## src/rtl/pipe_ctrl_pkg.sv

```systemverilog
// Shared codes for the pipeline controller: reset/stop levels, stall vectors,
// exception codes and FSM states.
package pipe_ctrl_pkg;

   localparam logic        RstEnable = 1'b1;
   localparam logic        Stop      = 1'b1;
   localparam logic        NoStop    = 1'b0;
   localparam logic [31:0] ZeroWord  = 32'h0000_0000;

   // bit 0 = pc ... bit 5 = wb; a higher requester freezes every earlier stage
   localparam logic [5:0] StallNone = 6'b000000;
   localparam logic [5:0] StallIf   = 6'b000011;
   localparam logic [5:0] StallId   = 6'b000111;
   localparam logic [5:0] StallEx   = 6'b001111;
   localparam logic [5:0] StallMem  = 6'b011111;
   localparam logic [5:0] StallAll  = 6'b111111;

   localparam logic [31:0] ExcInt     = 32'h0000_0001;
   localparam logic [31:0] ExcSyscall = 32'h0000_0008;
   localparam logic [31:0] ExcInvalid = 32'h0000_000a;
   localparam logic [31:0] ExcOv      = 32'h0000_000c;
   localparam logic [31:0] ExcTrap    = 32'h0000_000d;
   localparam logic [31:0] ExcEret    = 32'h0000_000e;

   typedef enum logic [1:0] {
      RUN   = 2'd0,
      PEND  = 2'd1,
      FLUSH = 2'd2
   } state_e;

endpackage

```

## src/rtl/pipe_ctrl_exc_vector_dec.sv

```systemverilog
// Maps an exception code (and EPC for ERET) to the redirect address.
// Purely combinational so CP0 trace checks can share it.
module exc_vector_dec
   import pipe_ctrl_pkg::*;
#(
   parameter logic [31:0] EXC_VECTOR = 32'h0000_0040,
   parameter logic [31:0] INT_VECTOR = 32'h0000_0020
) (
   input  logic [31:0] excepttype,
   input  logic [31:0] epc,
   output logic [31:0] vector
);

   always_comb begin
      // NOTE: default assigned first so no path through the case leaves vector unassigned (no latch).
      vector = EXC_VECTOR;
      case (excepttype)
         ExcInt:                                   vector = INT_VECTOR;
         ExcSyscall, 32'h9, ExcInvalid, 32'hb,
         ExcOv, ExcTrap:                           vector = EXC_VECTOR;
         ExcEret:                                  vector = epc;
         default:                                  vector = EXC_VECTOR;
      endcase
   end

endmodule

```

## src/rtl/pipe_ctrl.sv

```systemverilog
// Pipeline controller: stall priority, exception freeze/flush sequencing,
// and stall statistics with a sticky timeout flag.
module pipe_ctrl
   import pipe_ctrl_pkg::*;
#(
   parameter logic [31:0] EXC_VECTOR = 32'h0000_0040,
   parameter logic [31:0] INT_VECTOR = 32'h0000_0020,
   parameter int          TIMEOUT    = 1024,
   parameter int          CNT_W      = 16
) (
   input  logic        clk,
   input  logic        rst,
   input  logic        stallreq_from_if,
   input  logic        stallreq_from_id,
   input  logic        stallreq_from_ex,
   input  logic        stallreq_from_mem,
   input  logic        exc_valid,
   input  logic [31:0] excepttype,
   input  logic [31:0] cp0_epc,
   output logic [5:0]  stall,
   output logic        flush,
   output logic [31:0] new_pc,
   output logic        stall_timeout,
   output logic [31:0] stall_cycles
);

   state_e             state_q, state_d;
   logic [31:0]        exc_type_q, exc_type_d;
   logic [31:0]        epc_q, epc_d;
   logic [31:0]        vec_q, vec_d;
   logic [CNT_W-1:0]   cnt_q, cnt_d;
   logic               timeout_q, timeout_d;
   logic [31:0]        stall_cycles_q, stall_cycles_d;
   logic [31:0]        dec_type, dec_epc, dec_vec;
   logic               stall_active;

   // A deferred exception decodes from what was captured when it was raised.
   assign dec_type = (state_q == PEND) ? exc_type_q : excepttype;
   assign dec_epc  = (state_q == PEND) ? epc_q      : cp0_epc;

   exc_vector_dec #(
      .EXC_VECTOR (EXC_VECTOR),
      .INT_VECTOR (INT_VECTOR)
   ) u_dec (
      .excepttype (dec_type),
      .epc        (dec_epc),
      .vector     (dec_vec)
   );

   always_comb begin
      state_d    = state_q;
      exc_type_d = exc_type_q;
      epc_d      = epc_q;
      vec_d      = vec_q;
      stall      = StallNone;
      flush      = NoStop;
      case (state_q)
         RUN: begin
            if (exc_valid) begin
               if (stallreq_from_mem) begin
                  stall      = StallMem;
                  exc_type_d = excepttype;
                  epc_d      = cp0_epc;
                  state_d    = PEND;
               end else begin
                  stall   = StallAll;
                  vec_d   = dec_vec;
                  state_d = FLUSH;
               end
            end else if (stallreq_from_mem) stall = StallMem;
            else if (stallreq_from_ex)      stall = StallEx;
            else if (stallreq_from_id)      stall = StallId;
            else if (stallreq_from_if)      stall = StallIf;
         end
         PEND: begin
            if (stallreq_from_mem) begin
               stall = StallMem;
            end else begin
               stall   = StallAll;
               vec_d   = dec_vec;
               state_d = FLUSH;
            end
         end
         FLUSH: begin
            flush   = Stop;
            state_d = RUN;
         end
         default: state_d = RUN;
      endcase
      // Outputs are forced quiet while reset is asserted.
      if (rst == RstEnable) begin
         stall = StallNone;
         flush = NoStop;
      end
   end

   always_comb begin
      stall_active   = (stall != StallNone);
      stall_cycles_d = stall_cycles_q + (stall_active ? 32'd1 : 32'd0);
      cnt_d          = cnt_q;
      if (!stall_active || flush)
         cnt_d = '0;
      else if (cnt_q != '1)
         cnt_d = cnt_q + CNT_W'(1);
      timeout_d = timeout_q;
      if (stall_active && (32'(cnt_q) == 32'(TIMEOUT - 1)))
         timeout_d = 1'b1;
   end

   always_ff @(posedge clk) begin
      // NOTE: non-blocking assignments so every flop samples pre-edge values.
      if (rst == RstEnable) begin
         state_q        <= RUN;
         exc_type_q     <= ZeroWord;
         epc_q          <= ZeroWord;
         vec_q          <= ZeroWord;
         cnt_q          <= '0;
         timeout_q      <= 1'b0;
         stall_cycles_q <= ZeroWord;
      end else begin
         state_q        <= state_d;
         exc_type_q     <= exc_type_d;
         epc_q          <= epc_d;
         vec_q          <= vec_d;
         cnt_q          <= cnt_d;
         timeout_q      <= timeout_d;
         stall_cycles_q <= stall_cycles_d;
      end
   end

   assign new_pc        = vec_q;
   assign stall_timeout = timeout_q;
   assign stall_cycles  = stall_cycles_q;

endmodule

```

## config.mk

```make
export PLATFORM = sky130hd
export DESIGN_NAME = pipe_ctrl
export DESIGN_NICKNAME = d
export VERILOG_FILES = /design/src/rtl/pipe_ctrl_pkg.sv /design/src/rtl/pipe_ctrl_exc_vector_dec.sv /design/src/rtl/pipe_ctrl.sv
export SDC_FILE = /design/constraint.sdc
export NUM_CORES = 1
export LEC_CHECK = 0
export CORE_MARGIN = 4
export CORE_UTILIZATION = 40
export DETAILED_ROUTE_END_ITERATION = 7
export PLACE_DENSITY = 0.62
export SETUP_SLACK_MARGIN = 0.02
export SLEW_MARGIN = 20
export SYNTH_ARGS = -nofsm -noshare
export SYNTH_HDL_FRONTEND = slang
export SYNTH_SLANG_ARGS = --single-unit
```

## constraint.sdc

```tcl
create_clock -name clk -period 6.1 [get_ports clk]
set_input_delay 1.525 -clock clk [delete_from_list [all_inputs] [get_ports clk]]
set_output_delay 1.525 -clock clk [all_outputs]
set_load 0.01 [all_outputs]
```

==> run_results.csv, run 1 <==
group,metric,value,unit
place,io_buffers,142,
timing,maxSlewViolCount,0,
global_route,grt_max_degree,101,
timing,hold_viol_final,0,
routing,detail-route-antenna-nets,0,
clock_network,cts_resized,0,
routing,drt_iter0_drc,356,
floorplan,fp.dieW,136,µm
final_layout,syn_to_final_growth,32.0,%
timing,worst_pin_slew,1090,ps
power,max-vdd-ir-drop,189,µV
critical_path,endpoint_kind,"output port",
synth,syn_area,6560,µm²
timing,timing.fmax,188,MHz
clock_network,path_clk_slew,60,ps
critical_path,worstSetupStartpointType,"input pin",
synth,synth_ff_type,"dfxtp_1",
synth,synth_seq_cells,147,
critical_path,cp.arrival,3810,ps
final_layout,num_antenna_cells,0,
timing,skew,6.86,ps
routing,via_count,6079,
power,leakage,2.96,nW
synth,synth_cell_types,60,
clock_network,ctsHoldBuffers,0,
synth,synth_top_area_cell,"dfxtp_1",
routing,viasPerCell,5.38,
timing,finalCritPeriodShare,0.874,
routing,drtPass1Iterations,5,
worst_hold_path,hold_class,"reg2reg",
final_layout,seqCellArea,2940,µm²
global_route,overflow,0,
clock_network,cts_buffers,17,
place,dp_slack,796,ps
final_layout,most-common-layout-cells,"nand2_1 (182), dfxtp_1 (147), clkdlybuf4s50_1 (141)",
synth,syn-num-nets,863,
clock_network,post_cts_buffers,0,
routing,wirelength,18000,µm
timing,rsz0062_at_grt,"false",
worst_hold_path,min_to,"new_pc[9]$_SDFFE_PP0P_",
floorplan,die_h,136,µm
clock_network,clockBufferDepth,2,
worst_hold_path,hp-start,"new_pc[9]$_SDFFE_PP0P_",
clock_network,cts_tree,"done",
run_status,status,"finished clean",
final_layout,fin_nets,974,
critical_path,r2r_start,"state_q[1]$_SDFFE_PP0P_",
clock_network,cts_max_level,4,
floorplan,row_count,46,
place,hpwl,12200,µm
timing,slew_headroom,0.270,
critical_path,crit_path_frequent_cell,"clkdlybuf4s50_1",
critical_path,reg2reg_depth,9,
synth,synth_top_area_frac,0.449,
run,cap_violations,0,
timing,setup_ws,769,ps
critical_path,slowest_stage,"clkdlybuf4s50_1",
worst_hold_path,hold_depth,2,
critical_path,slowest_delay,540,ps
critical_path,path_max_fanout,18,
critical_path,worstReg2RegEnd,"stall_cycles[26]$_SDFF_PP0_",
critical_path,r2r_slack,3300,ps
global_route,grt_pass1_vias,5877,
place,gp_congestion,0.827,
critical_path,critical_path.cell_chain,"clkdlybuf4s50_1, nor4_1, a21o_1, inv_2, clkdlybuf4s50_1",
global_route,grtUsageTotal,0.192,
floorplan,initial_utilization,0.410,
synth,syn_area_per_cell,8.31,µm²
power,powerDensity,260,nW/µm²
final_layout,drive_above_1_share,0.102,
timing,setup-violations-final,0,
global_route,grt_pass1_wl,28700,µm
synth,ys_top_cells_by_area,"dfxtp_1 (45%), nand2_1 (10%), a21oi_1 (6.8%)",
routing,wl_per_cell,15.9,µm
critical_path,critPathKind,"in2out",
floorplan,io_pins,143,
floorplan,dieArea,18500,µm²
clock_network,clk_latency,420,ps
synth,synthArstFlopShare,0,
global_route,antenna_found_initial,1,
synth,synth_edf_count,0,
timing,setup_tns,0,ps
synth,ys_warn_count,0,
final_layout,multi_input_comb_area,3290,µm²
critical_path,worstPathRequired,4580,ps
timing,min_period,5330,ps
floorplan,core-area,16000,µm²
clock_network,clock-sinks,147,
synth,postSynthCellCount,789,
final_layout,nFillCells,1525,
clock_network,clockRootBuffer,"clkbuf_16",
synth,yosysSeqAreaShare,0.449,
final_layout,final_common_cell,"nand2_1",
power,power,2.26,mW
routing,drc_errors,0,
cells in the mapped netlist (3+ instances only):
master    instances
and3_1           10
and4_2            3
mux2i_1           5
nor3_1            4
a21oi_1          89
nor2_1           18
o41ai_1           6
mux2_2           34
nor4_1           20
and4_1            5
buf_1             4
o21ai_1           3
o31ai_1           8
nand4b_1          3
or4b_1            4
clkbuf_1         35
buf_4             3
dfxtp_1         147
ha_1              3
buf_2             5
nor2b_1           5
nand3_1          51
o21ai_0          39
inv_1            10
or3_1             6
nand2b_1          6
buf_6             8
or4_1             8
xor2_1           10
nand2_1         182
nand4_1          14
critical path: cells and delay by family:
family | cells | cell delay [ps]
buffers and inverters | 3 | 1300
AND/OR/NAND/NOR | 1 | 500
AO/OA/AOI/OAI | 1 | 470
cell families after synthesis:
family	after synthesis	synth area share
xor gates and xnor gates	11	0.0147
buffers and inverters	68	0.0515
AOI/OAI and AO/OA	162	0.139
adders and majority gates	3	0.00572
DFF	147	0.449
and+or+nand+nor	359	0.275
muxes	39	0.0660
flip-flops by register name, summed over array words and instances, names as in the netlist:
| signal | flops |
|---|---|
| stall_cycles | 32 |
| stall_timeout | 1 |
| cnt_q | 16 |
| new_pc | 32 |
| epc_q | 32 |
| state_q | 2 |
| exc_type_q | 32 |
final cells by class:
cell class	instances	area share
repair buffers	148	0.174
well taps	216	0.0312
clock buffers	17	0.0491
inverters	12	0.00520
flip-flops and latches	147	0.340
multi-input cells	574	0.380
clock inverters	15	0.0212
where the power goes:
group | switching [mW] | leakage (nW) | internal, mW
Sequential | 0.0145 | 1.19 | 0.985
Clock | 0.420 | 0.289 | 0.646
Combinational | 0.0955 | 1.47 | 0.0945
Total | 0.531 | 2.96 | 1.72
per-layer routing:
metal | part of all wire | vias up | GRT usage
li1 | - | 3015 | -
met1 | 0.46 | 2896 | 0.247
met2 | 0.47 | 146 | 0.318
met3 | 0.050 | 20 | 0.0440
met4 | 0.015 | 2 | 0.0610
met5 | 0.00039 | - | 0
metrics by stage:
step / std cells / utilization / hold slack (ps) / cell area (µm²)
global placement: 1095 / 0.500 / 434 / 8000
global route: 1129 / 0.541 / 464 / 8660
floorplan: 789 / - / 431 / 6560
CTS: 1129 / 0.541 / 452 / 8660
finish: 1129 / 0.541 / 450 / 8660
detailed placement: 1097 / 0.503 / 443 / 8050
worst max-delay path by stage:
stage | from | to | slack [ps]
2_1_floorplan | rst | stall[1] | 1980
3_3_place_gp | stallreq_from_mem | stall[0] | 850
3_5_place_dp | stallreq_from_mem | stall[0] | 800
4_1_cts | stallreq_from_mem | stall[0] | 780
5_1_grt | stallreq_from_mem | stall[0] | 570
6_report | stallreq_from_mem | stall[0] | 770
No activity file was read; power rests on OpenSTA's default activity.
==> run 2, diff against run 1 <==
--- a/config.mk
+++ b/config.mk
@@ -9,6 +9,7 @@
 export CORE_UTILIZATION = 40
 export DETAILED_ROUTE_END_ITERATION = 7
 export PLACE_DENSITY = 0.62
+export RECOVER_POWER = 50
 export SETUP_SLACK_MARGIN = 0.02
 export SLEW_MARGIN = 20
 export SYNTH_ARGS = -nofsm -noshare
==> run 2 against run 1 <==
The run now ends with max-capacitance violations, max-slew violations left. Maximum frequency shrank 0.89%. Global-route usage is the same. Critical path depth is the same. Sequential share of layout area is essentially flat. Sequential power is essentially flat. Non-clock buffer count is the same. Die area is the same. Sequential cell count is the same. Clock skew shrank 0.53 ps. Register-to-register slack lost 420 ps. Setup slack lost 48 ps. Critical path type unchanged. Largest cell class unchanged. Largest power group unchanged.
==> run_results.csv, run 2 (synthesized netlist as in run 1, its figures left out) <==
group,metric,value,unit
run_status,status,"complete, but fails checks",
run_status,violations,"max-capacitance violations, max-slew violations",
global_route,overflow,0,
global_route,grt_pass1_vias,5877,
clock_network,path_clk_slew,60,ps
timing,setup_tns,0,ps
clock_network,cts_buffers,17,
worst_hold_path,hold_class,"reg2reg",
place,dp_slack,796,ps
floorplan,core-area,16000,µm²
timing,rsz0062_at_grt,"false",
routing,detail-route-antenna-nets,0,
floorplan,dieArea,18500,µm²
power,max-vdd-ir-drop,189,µV
timing,finalCritPeriodShare,0.882,
critical_path,critPathKind,"in2out",
final_layout,stdcell_count,1129,
global_route,grtUsageTotal,0.192,
power,leakage,3.14,nW
floorplan,initial_utilization,0.410,
timing,hold_viol_final,0,
run,cap_violations,1,
timing,maxSlewViolCount,65,
timing,skew,6.33,ps
timing,min_period,5380,ps
floorplan,row_count,46,
floorplan,die_h,136,µm
routing,wirelength,18000,µm
routing,drtPass1Iterations,6,
routing,drc_errors,0,
final_layout,most-common-layout-cells,"nand2_1 (182), dfxtp_1 (147), a21oi_1 (89)",
critical_path,crit_end,"stall[0]",
clock_network,post_cts_buffers,0,
final_layout,syn_to_final_growth,31.9,%
critical_path,slowest_stage,"dlygate4sd3_1",
critical_path,r2r_start,"state_q[0]$_SDFFE_PP0P_",
critical_path,slowest_delay,610,ps
critical_path,critical_path.cell_chain,"dlygate4sd3_1, nor4_1, a21o_1, inv_2, clkdlybuf4s50_1",
timing,setup_ws,722,ps
clock_network,ctsHoldBuffers,0,
routing,wl_per_cell,15.9,µm
critical_path,r2r_slack,2880,ps
critical_path,path_max_fanout,18,
final_layout,fin_nets,974,
final_layout,num_antenna_cells,0,
timing,worst_pin_slew,2920,ps
timing,timing.fmax,186,MHz
timing,slew_headroom,-0.948,
critical_path,crit_path_start,"exc_valid",
global_route,grt_pass1_wl,28700,µm
place,gp_congestion,0.827,
timing,setup-violations-final,0,
critical_path,worstPathRequired,4580,ps
critical_path,reg2reg_depth,5,
global_route,antenna_found_initial,1,
clock_network,clk_latency,420,ps
place,dpl.cell_count,1097,
critical_path,worstReg2RegEnd,"exc_type_q[23]$_SDFFE_PP0P_",
routing,drt_iter0_drc,401,
floorplan,io_pins,143,
final_layout,drive_above_1_share,0.0997,
clock_network,clock-sinks,147,
clock_network,clockRootBuffer,"clkbuf_16",
global_route,grt_max_degree,101,
clock_network,cts_max_level,4,
power,powerDensity,261,nW/µm²
clock_network,cts_resized,0,
final_layout,final_common_cell,"nand2_1",
routing,via_count,6072,
clock_network,clockBufferDepth,2,
routing,viasPerCell,5.38,
floorplan,fp.dieW,136,µm
critical_path,endpoint_kind,"output port",
power,power,2.25,mW
critical_path,cp.arrival,3850,ps
place,io_buffers,142,
clock_network,cts_tree,"done",
place,hpwl,12200,µm
critical_path,worstSetupStartpointType,"input pin",
## run 2: cell count changes in the layout (fill, tap and decap cells not counted), sizes merged
cell,previous run,this run
buf,7,6
clkbuf,17,18
clkdlybuf4s50,141,86
dlygate4sd3,0,55
## run 2: power by group
group | leakage [nW] | total (mW) | internal, mW | switching (mW)
combinational | 1.66 | 0.189 | 0.0932 | 0.0955
clock | 0.289 | 1.07 | 0.646 | 0.420
sequential | 1.19 | 0.999 | 0.985 | 0.0143
## run 2: worst max-delay path: cells and delay by family
kind	cells	cell delay [ps]
AO/OA/AOI/OAI	1	480
AND/OR/NAND/NOR	1	450
buffers and inverters	3	1390
## run 2: worst min-delay path by stage
stage | start | endpoint | slack [ps] | cells after the start
final | new_pc[9]$_SDFFE_PP0P_ | new_pc[9]$_SDFFE_PP0P_ | 450 | 2
after global routing | epc_q[25]$_SDFFE_PP0P_ | epc_q[25]$_SDFFE_PP0P_ | 460 | 2
after CTS | new_pc[9]$_SDFFE_PP0P_ | new_pc[9]$_SDFFE_PP0P_ | 450 | 2
after detailed placement | new_pc[9]$_SDFFE_PP0P_ | new_pc[9]$_SDFFE_PP0P_ | 440 | 2
after global placement | new_pc[23]$_SDFFE_PP0P_ | new_pc[23]$_SDFFE_PP0P_ | 430 | 2
after floorplan | epc_q[17]$_SDFFE_PP0P_ | epc_q[17]$_SDFFE_PP0P_ | 430 | 2
## run 2: routing by layer
layer | global-route usage | part of all wire | wire (µm)
met3 | 0.0440 | 0.053 | 952
met5 | 0 | 0.00039 | 7
met2 | 0.318 | 0.48 | 8530
met1 | 0.247 | 0.46 | 8190
met4 | 0.0610 | 0.015 | 278
## run 2: final cells by class
type | count | area, µm²
flip-flops and latches | 147 | 2940
clock inverters | 15 | 184
inverters | 12 | 45.0
repair buffers | 148 | 1500
fillers | 1526 | 7350
clock buffers | 17 | 425
multi-input cells | 574 | 3280
well taps | 216 | 270
## run 2: per-stage QoR
stage | utilization | hold slack, ps | instance area [µm²]
global placement | 0.500 | 434 | 8000
CTS | 0.541 | 452 | 8660
floorplan | - | 431 | 6560
finish | 0.541 | 447 | 8650
global route | 0.541 | 464 | 8650
detailed placement | 0.503 | 443 | 8050
==> run 3, diff against run 2 <==
--- a/config.mk
+++ b/config.mk
@@ -5,8 +5,10 @@
 export SDC_FILE = /design/constraint.sdc
 export NUM_CORES = 1
 export LEC_CHECK = 0
-export CORE_MARGIN = 4
+export ABC_CLOCK_PERIOD_IN_PS = 6100
+export CORE_MARGIN = 2
 export CORE_UTILIZATION = 40
+export CTS_CLUSTER_SIZE = 16
 export DETAILED_ROUTE_END_ITERATION = 7
 export PLACE_DENSITY = 0.62
 export RECOVER_POWER = 50
==> run 3 against run 2 <==
The run still ends with max-capacitance violations, max-slew violations left. Critical endpoint is now stall[1]. Total power shrank 3.0%. Via count up 0.58%. Hold slack better by 3.9 ps. Highest routed layer is now met4. Critical path depth rose by 1.
==> run_results.csv, run 3 (synthesized netlist as in run 1, its figures left out) <==
group,metric,value,unit
clock_network,clk_latency,420,ps
clock_network,path_clk_slew,60,ps
routing,drt_iter0_drc,386,
clock_network,cts_resized,0,
timing,worst_pin_slew,2280,ps
power,internal-power,1.65,mW
power,switching_share,0.245,
floorplan,row_count,46,
power,p_seq_frac,0.457,
floorplan,fp.dieW,132,µm
worst_hold_path,hp-start,"new_pc[22]$_SDFFE_PP0P_",
critical_path,critPathKind,"in2out",
place,gp_congestion,0.798,
timing,skew,13.3,ps
floorplan,core-area,15900,µm²
final_layout,seqCellArea,2940,µm²
clock_network,clockBufferDepth,2,
run,cap_violations,1,
final_layout,nFillCells,1465,
timing,min_period,5180,ps
final_layout,drive_above_1_share,0.0987,
final_layout,fin_nets,973,
floorplan,dieArea,17400,µm²
routing,dr.max_layer_used,"met4",
power,powerDensity,255,nW/µm²
clock_network,cts_tree,"done",
critical_path,cp.arrival,3660,ps
run_status,status,"complete, but fails checks",
clock_network,ctsHoldBuffers,0,
power,max-vdd-ir-drop,197,µV
power,combPwrFrac,0.085,
final_layout,most-common-layout-cells,"nand2_1 (182), dfxtp_1 (147), clkdlybuf4s50_1 (103)",
global_route,antenna_found_initial,0,
critical_path,worstReg2RegEnd,"stall_cycles[26]$_SDFF_PP0_",
routing,drtPass1Iterations,5,
global_route,grt_pass1_vias,5747,
final_layout,multi_input_comb_area,3290,µm²
clock_network,clockRootBuffer,"clkbuf_16",
timing,finalCritPeriodShare,0.850,
critical_path,r2r_slack,3050,ps
routing,via_count,6107,
routing,drc_errors,0,
critical_path,r2r_start,"state_q[1]$_SDFFE_PP0P_",
place,hpwl,12000,µm
floorplan,die_h,132,µm
critical_path,endpoint_kind,"output port",
clock_network,clock-sinks,147,
clock_network,post_cts_buffers,0,
routing,wl_per_cell,15.6,µm
clock_network,cts_buffers,17,
floorplan,initial_utilization,0.411,
timing,maxSlewViolCount,65,
timing,setup_tns,0,ps
power,leakage,3.04,nW
routing,wl_met3,776,µm
critical_path,path_max_fanout,18,
timing,rsz0062_at_grt,"false",
worst_hold_path,hold_class,"reg2reg",
timing,timing.fmax,193,MHz
final_layout,num_antenna_cells,0,
power,clkPwrFrac,0.458,
routing,dr_wl_met2,8390,µm
power,power,2.19,mW
timing,hold_viol_final,0,
routing,wirelength,17600,µm
global_route,grtUsageTotal,0.201,
place,io_buffers,142,
worst_hold_path,min_to,"new_pc[22]$_SDFFE_PP0P_",
global_route,overflow,0,
timing,slew_headroom,-0.523,
clock_network,cts_max_level,4,
critical_path,worstSetupStartpointType,"input pin",
global_route,grt_max_degree,65,
worst_hold_path,hold_depth,2,
floorplan,io_pins,143,
routing,viasPerCell,5.41,
timing,setup-violations-final,0,
critical_path,reg2reg_depth,10,
routing,detail-route-antenna-nets,0,
routing,wl_met1,8130,µm
global_route,grt_pass1_wl,28600,µm
power,switchingPower,0.536,mW
run_status,violations,"max-capacitance violations, max-slew violations",
final_layout,final_common_cell,"nand2_1",
critical_path,worstPathRequired,4580,ps
final_layout,syn_to_final_growth,30.6,%
## run 3: worst max-delay path: stages
cell,delay (ps)
dlygate4sd3_1,630
nor4_1,370
clkbuf_1,260
a21o_1,200
inv_2,150
clkdlybuf4s50_1,520
## run 3: worst max path at each step
stage / from / endpoint / slack, ps / depth (start not counted)
after floorplan: rst / stall[1] / 1980 / 7
after detailed placement: stallreq_from_mem / stall[0] / 1120 / 6
after CTS: stallreq_from_mem / stall[0] / 1090 / 6
after global placement: stallreq_from_mem / stall[0] / 1160 / 6
after global routing: stallreq_from_mem / stall[0] / 770 / 6
final: stallreq_from_mem / stall[1] / 920 / 6
## run 3: per-stage QoR
stage | instance area, µm² | setup slack, ps | util | hold slack, ps | std cells
finish | 8570 | 916 | 0.537 | 451 | 1128
global placement | 8000 | 1160 | 0.502 | 436 | 1096
CTS | 8570 | 1090 | 0.538 | 456 | 1128
detailed placement | 8000 | 1120 | 0.502 | 445 | 1096
global route | 8570 | 775 | 0.537 | 471 | 1128
floorplan | 6560 | 1980 | - | 431 | 789
## run 3: area by class of cell
cell class / count / share of cell area
Sequential cell: 147 / 0.344
Clock buffer: 18 / 0.0513
Timing Repair Buffer: 147 / 0.169
Multi-Input combinational cell: 574 / 0.384
Inverter: 12 / 0.00526
Tap cell: 216 / 0.0315
Clock inverter: 14 / 0.0153
## run 3: power by group through the flow
stage                     sequential [mW]  clock [mW]  combinational [mW]
final                               0.999        1.00               0.186
after CTS                           0.998        1.02               0.188
after global placement               1.02           0               0.184
after detailed placement             1.02           0               0.187
after global routing                 1.00        1.06               0.205
after floorplan                      1.02           0               0.101
## run 3: layer usage
metal	vias to the layer above	track usage
met2	140	0.337
met5	-	0
met4	0	0.0694
met1	2940	0.259
met3	25	0.0411
li1	3002	-
